## src/rtl/sha256_message_build_if.sv

```systemverilog
// Handshake bundle between a message source, the block builder and the
// SHA-256 compression stage that consumes the finished 512-bit blocks.
interface sha256_message_build_if;
  logic [31:0]  data_in;
  logic [2:0]   data_in_bytes;
  logic [5:0]   data_in_id;
  logic         data_in_last;
  logic         data_in_valid;
  logic         data_in_ready;
  logic [511:0] data_out;
  logic [5:0]   data_out_id;
  logic         data_out_last;
  logic         data_out_valid;
  logic         data_out_ready;

  modport master (
    output data_in, data_in_bytes, data_in_id, data_in_last, data_in_valid, data_out_ready,
    input  data_in_ready, data_out, data_out_id, data_out_last, data_out_valid
  );

  modport slave (
    input  data_in, data_in_bytes, data_in_id, data_in_last, data_in_valid, data_out_ready,
    output data_in_ready, data_out, data_out_id, data_out_last, data_out_valid
  );
endinterface

```

## src/rtl/sha256_message_build.sv

```systemverilog
// Packs a stream of big-endian 32-bit words into SHA-256 512-bit blocks and
// appends the 0x80 marker, zero fill and 64-bit message bit length.
module sha256_message_build (
  input  logic clk,
  input  logic nrst,
  input  logic en,
  input  logic sync_rst,
  sha256_message_build_if.slave bus
);

  typedef enum logic [1:0] {COLLECT, PAD, EMIT} state_t;

  state_t       state_reg, state_next;
  logic [31:0]  blk_reg [16];
  logic [511:0] blk_flat;
  logic [3:0]   widx_reg, widx_next;
  logic [63:0]  len_reg, len_next;
  logic         marker_done_reg, marker_done_next;
  logic         lenhi_done_reg, lenhi_done_next;
  logic         first_word_reg, first_word_next;
  logic         final_seen_reg, final_seen_next;
  logic [5:0]   id_reg, id_next;
  logic         last_reg, last_next;
  logic         valid_reg, valid_next;
  logic         wr_en;
  logic [31:0]  wr_data;
  logic [31:0]  tail_word;
  logic         in_hs, out_hs;

  genvar gi;
  generate
    for (gi = 0; gi < 16; gi++) begin : g_flat
      assign blk_flat[511-32*gi -: 32] = blk_reg[gi];
    end
  endgenerate

  assign bus.data_out       = blk_flat;
  assign bus.data_out_id    = id_reg;
  assign bus.data_out_last  = last_reg;
  assign bus.data_out_valid = valid_reg;
  assign bus.data_in_ready  = en && (state_reg == COLLECT);

  assign in_hs  = bus.data_in_valid && bus.data_in_ready;
  assign out_hs = en && valid_reg && bus.data_out_ready;

  // Final partial word: keep the valid top bytes and place the marker right after them.
  always_comb begin
    case (bus.data_in_bytes)
      3'd0:    tail_word = 32'h8000_0000;
      3'd1:    tail_word = {bus.data_in[31:24], 24'h80_0000};
      3'd2:    tail_word = {bus.data_in[31:16], 16'h8000};
      3'd3:    tail_word = {bus.data_in[31:8], 8'h80};
      default: tail_word = bus.data_in;
    endcase
  end

  always_comb begin
    state_next       = state_reg;
    widx_next        = widx_reg;
    len_next         = len_reg;
    marker_done_next = marker_done_reg;
    lenhi_done_next  = lenhi_done_reg;
    first_word_next  = first_word_reg;
    final_seen_next  = final_seen_reg;
    id_next          = id_reg;
    last_next        = last_reg;
    valid_next       = valid_reg;
    wr_en            = 1'b0;
    wr_data          = 32'h0;

    case (state_reg)
      COLLECT: begin
        if (in_hs) begin
          wr_en    = 1'b1;
          wr_data  = bus.data_in_last ? tail_word : bus.data_in;
          len_next = len_reg + {58'd0, bus.data_in_bytes, 3'b000};
          if (first_word_reg) begin
            id_next         = bus.data_in_id;
            first_word_next = 1'b0;
          end
          if (bus.data_in_last) begin
            final_seen_next  = 1'b1;
            marker_done_next = (bus.data_in_bytes != 3'd4);
          end
          if (widx_reg == 4'd15) begin
            state_next = EMIT;
            last_next  = 1'b0;
            valid_next = 1'b1;
          end else begin
            widx_next = widx_reg + 4'd1;
            if (bus.data_in_last) state_next = PAD;
          end
        end
      end

      PAD: begin
        wr_en = 1'b1;
        if (!marker_done_reg) begin
          wr_data          = 32'h8000_0000;
          marker_done_next = 1'b1;
        end else if (widx_reg == 4'd14) begin
          wr_data         = len_reg[63:32];
          lenhi_done_next = 1'b1;
        end else if (widx_reg == 4'd15 && lenhi_done_reg) begin
          wr_data = len_reg[31:0];
        end
        // Word 15 always closes the block; it is final only if the length landed in it.
        if (widx_reg == 4'd15) begin
          state_next = EMIT;
          last_next  = marker_done_reg && lenhi_done_reg;
          valid_next = 1'b1;
        end else begin
          widx_next = widx_reg + 4'd1;
        end
      end

      default: begin
        if (out_hs) begin
          valid_next      = 1'b0;
          widx_next       = 4'd0;
          lenhi_done_next = 1'b0;
          if (last_reg) begin
            len_next         = 64'd0;
            marker_done_next = 1'b0;
            first_word_next  = 1'b1;
            final_seen_next  = 1'b0;
            state_next       = COLLECT;
          end else if (final_seen_reg) begin
            state_next = PAD;
          end else begin
            state_next = COLLECT;
          end
        end
      end
    endcase

    if (sync_rst) begin
      state_next       = COLLECT;
      widx_next        = 4'd0;
      len_next         = 64'd0;
      marker_done_next = 1'b0;
      lenhi_done_next  = 1'b0;
      first_word_next  = 1'b1;
      final_seen_next  = 1'b0;
      id_next          = 6'd0;
      last_next        = 1'b0;
      valid_next       = 1'b0;
      wr_en            = 1'b0;
    end
  end

  always_ff @(posedge clk or negedge nrst) begin
    if (!nrst) begin
      state_reg       <= COLLECT;
      widx_reg        <= 4'd0;
      len_reg         <= 64'd0;
      marker_done_reg <= 1'b0;
      lenhi_done_reg  <= 1'b0;
      first_word_reg  <= 1'b1;
      final_seen_reg  <= 1'b0;
      id_reg          <= 6'd0;
      last_reg        <= 1'b0;
      valid_reg       <= 1'b0;
      for (int i = 0; i < 16; i++) blk_reg[i] <= 32'h0;
    end else if (en || sync_rst) begin
      state_reg       <= state_next;
      widx_reg        <= widx_next;
      len_reg         <= len_next;
      marker_done_reg <= marker_done_next;
      lenhi_done_reg  <= lenhi_done_next;
      first_word_reg  <= first_word_next;
      final_seen_reg  <= final_seen_next;
      id_reg          <= id_next;
      last_reg        <= last_next;
      valid_reg       <= valid_next;
      if (sync_rst) begin
        for (int i = 0; i < 16; i++) blk_reg[i] <= 32'h0;
      end else if (wr_en) begin
        blk_reg[widx_reg] <= wr_data;
      end
    end
  end

endmodule

```

## src/flat_wrapper.sv

```systemverilog
// flat-port wrapper written by rule: the top's interface ports become plain ports
module sha256_message_build_flat 
  (clk, nrst, en, sync_rst, bus_data_in, bus_data_in_bytes, bus_data_in_id, bus_data_in_last, bus_data_in_valid, bus_data_out_ready, bus_data_in_ready, bus_data_out, bus_data_out_id, bus_data_out_last, bus_data_out_valid);
  sha256_message_build_if bus_i ();
  input  logic clk;
  input  logic nrst;
  input  logic en;
  input  logic sync_rst;
  input wire logic [$bits(bus_i.data_in)-1:0] bus_data_in;
  input wire logic [$bits(bus_i.data_in_bytes)-1:0] bus_data_in_bytes;
  input wire logic [$bits(bus_i.data_in_id)-1:0] bus_data_in_id;
  input wire logic [$bits(bus_i.data_in_last)-1:0] bus_data_in_last;
  input wire logic [$bits(bus_i.data_in_valid)-1:0] bus_data_in_valid;
  input wire logic [$bits(bus_i.data_out_ready)-1:0] bus_data_out_ready;
  output wire logic [$bits(bus_i.data_in_ready)-1:0] bus_data_in_ready;
  output wire logic [$bits(bus_i.data_out)-1:0] bus_data_out;
  output wire logic [$bits(bus_i.data_out_id)-1:0] bus_data_out_id;
  output wire logic [$bits(bus_i.data_out_last)-1:0] bus_data_out_last;
  output wire logic [$bits(bus_i.data_out_valid)-1:0] bus_data_out_valid;
  assign bus_i.data_in = bus_data_in;
  assign bus_i.data_in_bytes = bus_data_in_bytes;
  assign bus_i.data_in_id = bus_data_in_id;
  assign bus_i.data_in_last = bus_data_in_last;
  assign bus_i.data_in_valid = bus_data_in_valid;
  assign bus_i.data_out_ready = bus_data_out_ready;
  assign bus_data_in_ready = bus_i.data_in_ready;
  assign bus_data_out = bus_i.data_out;
  assign bus_data_out_id = bus_i.data_out_id;
  assign bus_data_out_last = bus_i.data_out_last;
  assign bus_data_out_valid = bus_i.data_out_valid;
  sha256_message_build u_core (.clk(clk), .nrst(nrst), .en(en), .sync_rst(sync_rst), .bus(bus_i));
endmodule
```

## config.mk

```make
export PLATFORM = sky130hd
export DESIGN_NAME = sha256_message_build_flat
export DESIGN_NICKNAME = d
export VERILOG_FILES = /design/src/rtl/sha256_message_build_if.sv /design/src/rtl/sha256_message_build.sv /design/src/flat_wrapper.sv
export SDC_FILE = /design/constraint.sdc
export NUM_CORES = 1
export LEC_CHECK = 0
export BUFFER_PORTS_ARGS = -buffer_cell sky130_fd_sc_hd__buf_2
export CELL_PAD_IN_SITES_DETAIL_PLACEMENT = 1
export CELL_PAD_IN_SITES_GLOBAL_PLACEMENT = 2
export CORE_MARGIN = 1
export CORE_UTILIZATION = 37
export DETAILED_ROUTE_END_ITERATION = 10
export PLACE_DENSITY = 0.81
export SYNTH_ARGS = -nofsm -noshare
export SYNTH_HDL_FRONTEND = slang
export SYNTH_SLANG_ARGS = --single-unit
```

## constraint.sdc

```tcl
create_clock -name clk -period 4.8 [get_ports clk]
set_input_delay 0.24 -clock clk [delete_from_list [all_inputs] [get_ports clk]]
set_output_delay 0.24 -clock clk [all_outputs]
set_load 0.005 [all_outputs]
```

==> results of run 1 <==
metal layers:
layer  vias to the layer above  track usage  share of wire
met5                         -            0        0.00014
met4                         2       0.1229          0.041
met3                       181      0.06519          0.071
met2                       767       0.4800           0.48
met1                     10240       0.3847           0.41
li1                       8196            -              -
worst register-to-register path, stage by stage (launching register included):
cell,delay [ns]
dfrtp_1,0.46
ha_1,0.52
nand3_1,0.35
nor4_4,0.77
buf_4,0.31
a22oi_1,0.11
nand2_1,0.72
a22o_1,0.25
kinds of logic after synthesis:
kind of cell	count (synthesis)	synth area share
xor+xnor	21	0.007906
simple gates	445	0.09546
fa+ha+maj	8	0.004625
mux	2	0.0008605
compound gates	681	0.2200
flops	591	0.6357
buf+inv	180	0.03544
cell type report:
type | count | area, sq um
Tap cell | 837 | 1047
Antenna cell | 1 | 2.502
Sequential cell | 591 | 14790
Fill cell | 6775 | 32680
Inverter | 18 | 67.56
Clock buffer | 85 | 1737
Multi-Input combinational cell | 1157 | 7851
Clock inverter | 27 | 349.1
Timing Repair Buffer | 631 | 3413
Yosys cell counts, types with 3 or more instances:
cell      count  area (sq um)
or3_1        17         106.4
and3_1        5         31.28
or2_2         4         25.02
o311ai_0      4         35.03
nor2_2        5         31.28
or4_1        15         112.6
nor3_1       16         80.08
nand2b_1      6         37.54
a41oi_1       3         26.28
xnor2_1       8         70.07
dfrtp_1     590         14760
nor4_1        7         43.79
and2_1       10         62.56
and4_1        6         52.55
xor2_1       13         113.9
a22o_1      389          3407
nand2_1     224         840.8
inv_1        18         67.56
o31ai_1      19         142.6
a222oi_1      7         70.07
a22oi_1      22         165.2
nor3_4        4         65.06
buf_2        65         325.3
a31oi_1       6         37.54
clkbuf_1     78         292.8
a21oi_1      60         300.3
o21ai_0     154         770.7
nand3_1      34         170.2
ha_1          7         87.58
nand4_1      25         156.4
nand4_2       3         37.54
buf_4        18         135.1
nor2_1       49         183.9
metrics by stage:
step	cell area, sq um	cells	hold WS, ns	util
after detailed placement	27070	3224	0.3952	0.4370
final	29260	3347	0.03327	0.4724
after global routing	29260	3347	0.01889	0.4724
after floorplan	23270	1928	-0.05559	-
after CTS	29260	3346	0.003275	0.4723
after global placement	27070	3224	0.3824	0.4370
power by group through the flow:
| stage | clock network (mW) | logic [mW] | registers [mW] |
|---|---|---|---|
| floorplan | 0 | 0.202 | 5.10 |
| global placement | 0 | 0.514 | 5.11 |
| detailed placement | 0 | 0.527 | 5.11 |
| CTS | 5.05 | 0.534 | 5.02 |
| global route | 5.24 | 0.567 | 5.02 |
| finish | 4.97 | 0.531 | 5.02 |
final timing paths:
| path | slack [ns] | to | depth (start not counted) | startpoint |
|---|---|---|---|---|
| worst min-delay path | 0.03 | u_core.bus.data_out_id[1] | 2 | sync_rst |
| worst max register to register | 1.22 | u_core.bus.data_out[285] | 7 | u_core.widx_reg[0] |
| max in group asynchronous | 3.24 | u_core.bus.data_out[409] | 3 | nrst |
| worst max-delay path | 1.22 | u_core.bus.data_out[285] | 7 | u_core.widx_reg[0] |
| min in group asynchronous | 0.29 | u_core.bus.data_out[385] | 2 | nrst |
| worst min register to register | 0.48 | u_core.bus.data_out[168] | 2 | u_core.bus.data_out[168] |
cell usage in the layout (no fill, tap or decap), types with 7 or more instances in the layout:
cell and n:
o31ai_1 19, clkbuf_8 12, clkbuf_1 12, ha_1 7, a22o_1 389, a222oi_1 7
o21ai_0 154, or4_1 15, nor2_2 8, clkinv_2 11, a22oi_1 22, a21oi_4 14
nand2_1 223, nand3_1 34, buf_2 567, nand4_1 25, dfrtp_1 590, clkbuf_16 61
dlygate4sd3_1 10, xnor2_1 8, nor3_1 14, or3_1 17, and2_1 10, nor2_1 46
a21oi_1 46, buf_4 48, xor2_1 13, inv_1 18
==> results.cfg, run 1 <==
[run_status]
status = finished clean

[floorplanning]
dieWidth_um = 252.8
coreArea_sq_um = 61940
die_area_sq_um = 63890
start_util = 0.3756
die_h_um = 252.8
io_pins = 569
num_rows = 91

[final_layout]
final_layout_size_suffix_gt1_frac = 0.3097
largest_reg_flops = 512
synthToLayoutAreaGrowth_pct = 25.75
nets = 2516

[global_routing]
grt_pass1_vias = 20080
antenna_found_initial = 3
grt_pass1_wl_um = 140400
grt_max_degree = 126
overflow = 0
grt_use_total = 0.2966

[place]
io_buffer_count = 568
gp_congestion = 0.8464
dp_hpwl_um = 65180
dp_slack_ns = 1.260

[sta]
rsz0062_at_grt = no
setup_ws_ns = 1.225
clock.fmax_mhz = 279.7
hold_viol = 0
fin_setup_tns_ns = 0
slew_headroom = 0.07060
min_period_ns = 3.575
tightest_slew_ns = 1.375
post-route-period-util = 0.7449
fin_skew_ns = 0.04529
finalSetupViolCount = 0
slew_viol_final = 0

[clock_tree]
cts_tree = yes
clk_latency_ns = 0.66
hold_buffers = 10
clock-sinks = 591
numCtsBuffers = 61
clockBufferDepth = 3
htreeDepth = 2
clkSlewWorstSetupHoldPaths_ns = 0.07
cts_setup_buffers = 0
cts_resized = 0
clock-root-buffer = clkbuf_16

[power]
p_leak_nw = 15.06
p_comb_frac = 0.050
seqPwrFrac = 0.477
finalPower_mw = 10.52
intPower_mw = 7.949
power_frac_clock = 0.473
power_density_nw_per_um2 = 359.7
switchingPower_mw = 2.574
p_sw_frac = 0.2446
peakVddDrop_uv = 342.0

[route]
wl_um = 96030
wl_per_cell_um = 28.69
drc = 0
first_iter_violations = 1437
viasPerCell = 5.791
drt_pass1_iterations = 6
antenna_left = 0
vias = 19380

[min_path]
hp-class = input port to register

[synth]
synthArstFlopShare = 1.000
ys_seq_elements = 591
synth_area_per_cell_sq_um = 12.07
synth_edf_count = 0
synthesis.nets = 1984
syn_area_sq_um = 23270
synth-main-ff-cell = dfrtp_1
synth_cell_types = 62
yosys_warnings = 0
synthCells = 1928
yosysSeqAreaShare = 0.6357

[worst_setup_path]
cp.required_ns = 5.37
crit_family = simple AND/OR/NAND/NOR gates
cpPeakStageDelay_ns = 0.77
crit_fanout = 16
end_kind = register
cp_num_buf_inv = 1
crit_slowest_cell = nor4_4
cp-start-kind = register
worstPathArrival_ns = 4.15
worstPathCellList = ha_1 -> nand3_1 -> nor4_4 -> buf_4 -> a22oi_1 -> nand2_1 -> a22o_1
path_class = register to register

[job]
max_cap_viol_count = 0
Power figures use the tool's default switching activity.
==> run 2, diff against run 1 <==
--- a/config.mk
+++ b/config.mk
@@ -9,9 +9,9 @@
 export CELL_PAD_IN_SITES_DETAIL_PLACEMENT = 1
 export CELL_PAD_IN_SITES_GLOBAL_PLACEMENT = 2
 export CORE_MARGIN = 1
-export CORE_UTILIZATION = 37
+export CORE_UTILIZATION = 31
 export DETAILED_ROUTE_END_ITERATION = 10
-export PLACE_DENSITY = 0.81
+export PLACE_DENSITY = 0.72
 export SYNTH_ARGS = -nofsm -noshare
 export SYNTH_HDL_FRONTEND = slang
 export SYNTH_SLANG_ARGS = --single-unit
==> constraint.sdc (replaced) <==
create_clock -name clk -period 2.94 [get_ports clk]
set_input_delay 0.147 -clock clk [delete_from_list [all_inputs] [get_ports clk]]
set_output_delay 0.147 -clock clk [all_outputs]
set_load 0.005 [all_outputs]
==> run 2 against run 1 <==
  * Critical path depth fell by 1
  * Count of clock-buffer cells in the layout rose by 20
  * Non-clock buffer count rose by 74
  * Combinational power rose by 77%
  * Register-to-register slack got worse by 1.0 ns
  * Clock power rose by 81%
  * Global-route usage fell by 4.3 points
  * Largest power group is now clock
  * Highest routed layer unchanged
==> results.cfg, run 2 (synthesis results as in run 1) <==
[power]
p_leak_nw = 15.60
peakVddDrop_uv = 359.0
finalPower_mw = 18.16
power_density_nw_per_um2 = 596.7

[clock_tree]
clock-root-buffer = clkbuf_16
cts_tree = yes
htreeDepth = 3
clockBufferDepth = 3
clock-sinks = 591
clkSlewWorstSetupHoldPaths_ns = 0.06
numCtsBuffers = 71
clk_latency_ns = 0.63
cts_setup_buffers = 0

[final_layout]
layout_commonest_cell = dfrtp_1
largest_reg_flops = 512
n_fill_cell = 8144
layout_common_cells = dfrtp_1, buf_2, a22o_1, nand2_1, o21ai_0
final_layout_size_suffix_gt1_frac = 0.3283
nets = 2600
synthToLayoutAreaGrowth_pct = 30.80
fin_util = 0.4095

[floorplanning]
coreArea_sq_um = 74320
io_pins = 569
dieWidth_um = 276.0
die_area_sq_um = 76150
die_h_um = 276.0
num_rows = 100
start_util = 0.3130

[min_path]
hp-class = input port to async pin

[global_routing]
grt_max_degree = 101
grt_use_total = 0.2541
grt_pass1_wl_um = 143300
antenna_found_initial = 7
grt_pass1_vias = 20370
overflow = 0

[job]
max_cap_viol_count = 0

[worst_setup_path]
crit_slowest_cell = or3_4
cp_num_buf_inv = 1
crit_family = simple AND/OR/NAND/NOR gates
cp.required_ns = 3.47
crit_fanout = 24
end_kind = register
worstPathCellList = nand2b_1 -> or3_4 -> nor3_4 -> and2_1 -> buf_4 -> a22o_1
cpPeakStageDelay_ns = 0.55
worstPathArrival_ns = 3.27
cp-start-kind = register
path_class = register to register

[route]
wl_um = 98670
viasPerCell = 5.494
wl_per_cell_um = 27.65
vias = 19610
first_iter_violations = 1398
drc = 0
antenna_left = 0
drt_pass1_iterations = 6

[run_status]
status = finished clean

[sta]
setup_ws_ns = 0.2040
slew_headroom = 0.1766
slew_viol_final = 0
rsz0062_at_grt = no
hold_viol = 0
min_period_ns = 2.736
fin_setup_tns_ns = 0
fin_skew_ns = 0.03564
tightest_slew_ns = 1.235
finalSetupViolCount = 0
clock.fmax_mhz = 365.5
post-route-period-util = 0.9306

[place]
dp_slack_ns = 0.1006
gp_congestion = 0.8686
dp_hpwl_um = 68790
io_buffer_count = 568
run 2: power by group:
part           leakage, nW  total (mW)  switching, mW  internal (mW)
sequential            8.25        8.19         0.0306           8.16
clock                 1.17        9.02           3.70           5.33
combinational         6.19       0.942          0.731          0.211
run 2: what timing repair did:
action	CTS	global route
endpoints found under the setup margin	0	6
hold buffers	18	0
resized for setup	0	2
endpoints found under the hold margin	347	0
run 2: cell type report:
| type | count | area, sq um | share of cell area |
|---|---|---|---|
| inverters | 18 | 67.56 | 0.002220 |
| well taps | 969 | 1212 | 0.03984 |
| clock buffers | 105 | 2085 | 0.06850 |
| flip-flops and latches | 591 | 14790 | 0.4860 |
| clock inverters | 22 | 330.3 | 0.01085 |
| multi-input cells | 1157 | 7865 | 0.2584 |
| diodes | 2 | 5.005 | 0.0001645 |
| repair buffers | 705 | 4076 | 0.1340 |
run 2: layer usage:
layer / GRT usage / routed length [um] / part of all wire / vias up
li1: - / - / - / 8391
met1: 0.3346 / 41420 / 0.42 / 10330
met2: 0.4177 / 48210 / 0.49 / 711
met3: 0.04743 / 5931 / 0.060 / 167
met4: 0.08950 / 3052 / 0.031 / 8
met5: 0 / 55 / 0.00056 / -
run 2: worst paths after layout:
path / start / slack [ns] / end / depth (start not counted)
setup / recovery: u_core.state_reg[1] / 0.20 / u_core.bus.data_out[481] / 6
hold / removal: nrst / 0.05 / u_core.bus.data_out[232] / 2
setup reg to reg: u_core.state_reg[1] / 0.20 / u_core.bus.data_out[481] / 6
hold reg to reg: u_core.bus.data_out[171] / 0.47 / u_core.bus.data_out[171] / 2
max in group asynchronous: nrst / 1.73 / u_core.bus.data_out[184] / 4
min in group clk: bus_data_in_bytes[1] / 0.06 / u_core.len_reg[4] / 4
run 2: metrics by stage:
stage	hold WS, ns	std cells	area (sq um)
2_1_floorplan	-0.1486	1928	23270
5_1_grt	0.05408	3569	30430
6_report	0.05127	3569	30430
3_3_place_gp	0.09092	3422	27820
4_1_cts	0.01885	3567	30410
3_5_place_dp	0.09565	3422	27820
==> run 3, diff against run 2 <==
--- a/config.mk
+++ b/config.mk
@@ -5,13 +5,14 @@
 export SDC_FILE = /design/constraint.sdc
 export NUM_CORES = 1
 export LEC_CHECK = 0
+export ABC_AREA = 1
 export BUFFER_PORTS_ARGS = -buffer_cell sky130_fd_sc_hd__buf_2
 export CELL_PAD_IN_SITES_DETAIL_PLACEMENT = 1
 export CELL_PAD_IN_SITES_GLOBAL_PLACEMENT = 2
-export CORE_MARGIN = 1
-export CORE_UTILIZATION = 31
+export CORE_MARGIN = 3
+export CORE_UTILIZATION = 29
 export DETAILED_ROUTE_END_ITERATION = 10
-export PLACE_DENSITY = 0.72
+export PLACE_DENSITY = 0.73
 export SYNTH_ARGS = -nofsm -noshare
 export SYNTH_HDL_FRONTEND = slang
 export SYNTH_SLANG_ARGS = --single-unit
==> run 3 against run 2 <==
  * Maximum frequency down 0.20%
  * Utilization fell by 2.3 points
  * Clock power rose by 2%
  * Sequential share of layout area decreased by 2.3 points
  * Largest cell class unchanged
  * Largest power group unchanged
==> results.cfg, run 3 <==
[floorplanning]
num_rows = 105
start_util = 0.2956
die_area_sq_um = 87890
io_pins = 569
die_h_um = 296.5
coreArea_sq_um = 82770
dieWidth_um = 296.5

[final_layout]
final_layout_size_suffix_gt1_frac = 0.2483
finalNonFillerCells = 4526
layout_common_cells = nand2_1, dfrtp_1, buf_2, o21ai_0, nor2_1
layout_commonest_cell = nand2_1
multi_input_area_sq_um = 8766
synthToLayoutAreaGrowth_pct = 30.61
nets = 3452
largest_reg_flops = 512
n_fill_cell = 9759
regArea_sq_um = 14790

[sta]
clock.fmax_mhz = 364.8
fin_skew_ns = 0.02142
slew_headroom = 0.2008
finalSetupViolCount = 0
post-route-period-util = 0.9325
timing.hold.ws_ns = 0.08311
min_period_ns = 2.741
fin_setup_tns_ns = 0
slew_viol_final = 0
tightest_slew_ns = 1.194
hold_viol = 0

[synth]
yosysMostFrequentCell = nand2_1
synth_area_per_cell_sq_um = 8.811
synth-main-ff-cell = dfrtp_1
netlist_top_cells_area = dfrtp_1, nand2_1, o21ai_0
synth_top_area_cell = dfrtp_1
synth_top_area_share = 0.6034
synth_cell_types = 42
synthArstFlopShare = 1.000
yosysSeqAreaShare = 0.6045
yosys-top-cells-count = nand2_1, dfrtp_1, o21ai_0, nor2_1, inv_1
synthCells = 2777
synthesis.nets = 2833
syn_area_sq_um = 24470
synth_edf_count = 0
ys_seq_elements = 591
yosys_warnings = 0

[place]
dp_hpwl_um = 85970
gp_congestion = 0.9382
dp_cells = 4381
io_buffer_count = 568

[route]
viasPerCell = 4.939
wl_per_cell_um = 25.88
wl_um = 117100
drt_pass1_iterations = 5
antenna_left = 0
drc = 0
vias = 22350
first_iter_violations = 1480

[clock_tree]
clkSlewWorstSetupHoldPaths_ns = 0.06
cts_tree = yes
cts_setup_buffers = 0
numCtsBuffers = 72
clockBufferDepth = 3
clk_latency_ns = 0.62
htreeDepth = 3
clock-sinks = 591
clock-root-buffer = clkbuf_16

[worst_setup_path]
path_class = register to register
end_kind = register
cp.required_ns = 3.43
worstPathCellList = inv_1 -> nand2_2 -> nor2_2 -> nand2_2 -> inv_2 -> nor2_4 -> nand2_1 -> inv_2 -> buf_4 -> nand2_4 -> clkinv_2 -> a22o_1
crit_fanout = 23
reg2reg_slack_ns = 0.20
worstPathArrival_ns = 3.23
cpPeakStageDelay_ns = 0.41
cp-start-kind = register
crit_slowest_cell = clkinv_2

[job]
max_cap_viol_count = 0

[global_routing]
antenna_found_initial = 5
grtUsageMet3 = 0.04562
use_met1 = 0.3327
grt_max_degree = 71
grt_use_total = 0.2624
overflow = 0
grt_most_used_layer = met2
grt_pass1_wl_um = 168700
use_met2 = 0.4545
grt_pass1_vias = 23780

[power]
finalPower_mw = 21.28
p_leak_nw = 17.73
peakVddDrop_uv = 445.4
power_density_nw_per_um2 = 665.9

[run_status]
status = finished clean

[min_path]
hp-class = input port to register
==> run 3: cell types whose count changed after synthesis, moves of 16 or more <==
| cell | previous run | this run |
|---|---|---|
| a22o_1 | 389 | 80 |
| nor2_1 | 49 | 164 |
| inv_1 | 18 | 131 |
| a22oi_1 | 22 | 4 |
| inv_2 | 0 | 16 |
| nand2_1 | 224 | 1221 |
| buf_2 | 65 | 38 |
| nand3_1 | 34 | 70 |
| or3_1 | 17 | 0 |
| o31ai_1 | 19 | 0 |
| a21oi_1 | 60 | 40 |
| o21ai_0 | 154 | 191 |
==> run 3: kinds of logic after synthesis <==
group	Yosys count	synth area share
buf+inv	281	0.04873
xor+xnor	3	0.001074
compound gates	360	0.09256
fa+ha+maj	8	0.004398
simple gates	1534	0.2487
flops	591	0.6045
==> run 3: layout make-up <==
cell class	instances	share of cell area
Clock buffer	109	0.06672
Antenna cell	5	0.0003915
Inverter	149	0.01754
Sequential cell	591	0.4628
Multi-Input combinational cell	1905	0.2743
Tap cell	1070	0.04190
Clock inverter	20	0.009201
Timing Repair Buffer	677	0.1271
==> run 3: final timing paths <==
path                                               start                        to  depth (start not counted)
worst max-delay path                 u_core.state_reg[0]  u_core.bus.data_out[399]                         12
worst min-delay path                bus_data_in_bytes[1]         u_core.len_reg[4]                          4
worst max register to register       u_core.state_reg[0]  u_core.bus.data_out[399]                         12
worst min register to register  u_core.bus.data_out[168]  u_core.bus.data_out[168]                          2
max in group asynchronous                           nrst  u_core.bus.data_out[253]                          4
min in group asynchronous                           nrst  u_core.bus.data_out[165]                          2
==> run 3: where the power goes <==
part | switching, mW | internal (mW)
Combinational | 2.71 | 0.825
Clock | 3.70 | 5.48
Sequential | 0.204 | 8.35
==> run 3: metal layers <==
| layer | vias to the layer above | routed length (um) | part of all wire |
|---|---|---|---|
| li1 | 10100 | - | - |
| met1 | 11470 | 49150 | 0.42 |
| met2 | 621 | 57810 | 0.49 |
| met3 | 168 | 5967 | 0.051 |
| met4 | 0 | 4220 | 0.036 |
| met5 | - | 0 | 0 |
==> run 3: worst max-delay path: cells and delay by family (launching register included) <==
kind / cells / cell delay, ns
compound gates: 1 / 0.37
simple gates: 6 / 0.73
buf+inv: 5 / 1.08
flops: 1 / 0.40
==> run 3: what timing repair did <==
action / 4_1_cts / 5_1_grt
hold endpoints to repair: 73 / 0
setup endpoints to repair: 0 / 16
hold buffers: 11 / 0
gates resized for setup: 0 / 2
==> run 3: per-stage QoR <==
step	setup WS, ns	utilization	cell area [sq um]
final	0.1986	0.3861	31960
after global routing	-0.0006053	0.3860	31950
after CTS	0.1461	0.3859	31940
after detailed placement	0.1957	0.3553	29400
after global placement	0.3473	0.3553	29400
after floorplan	0.7800	-	24470
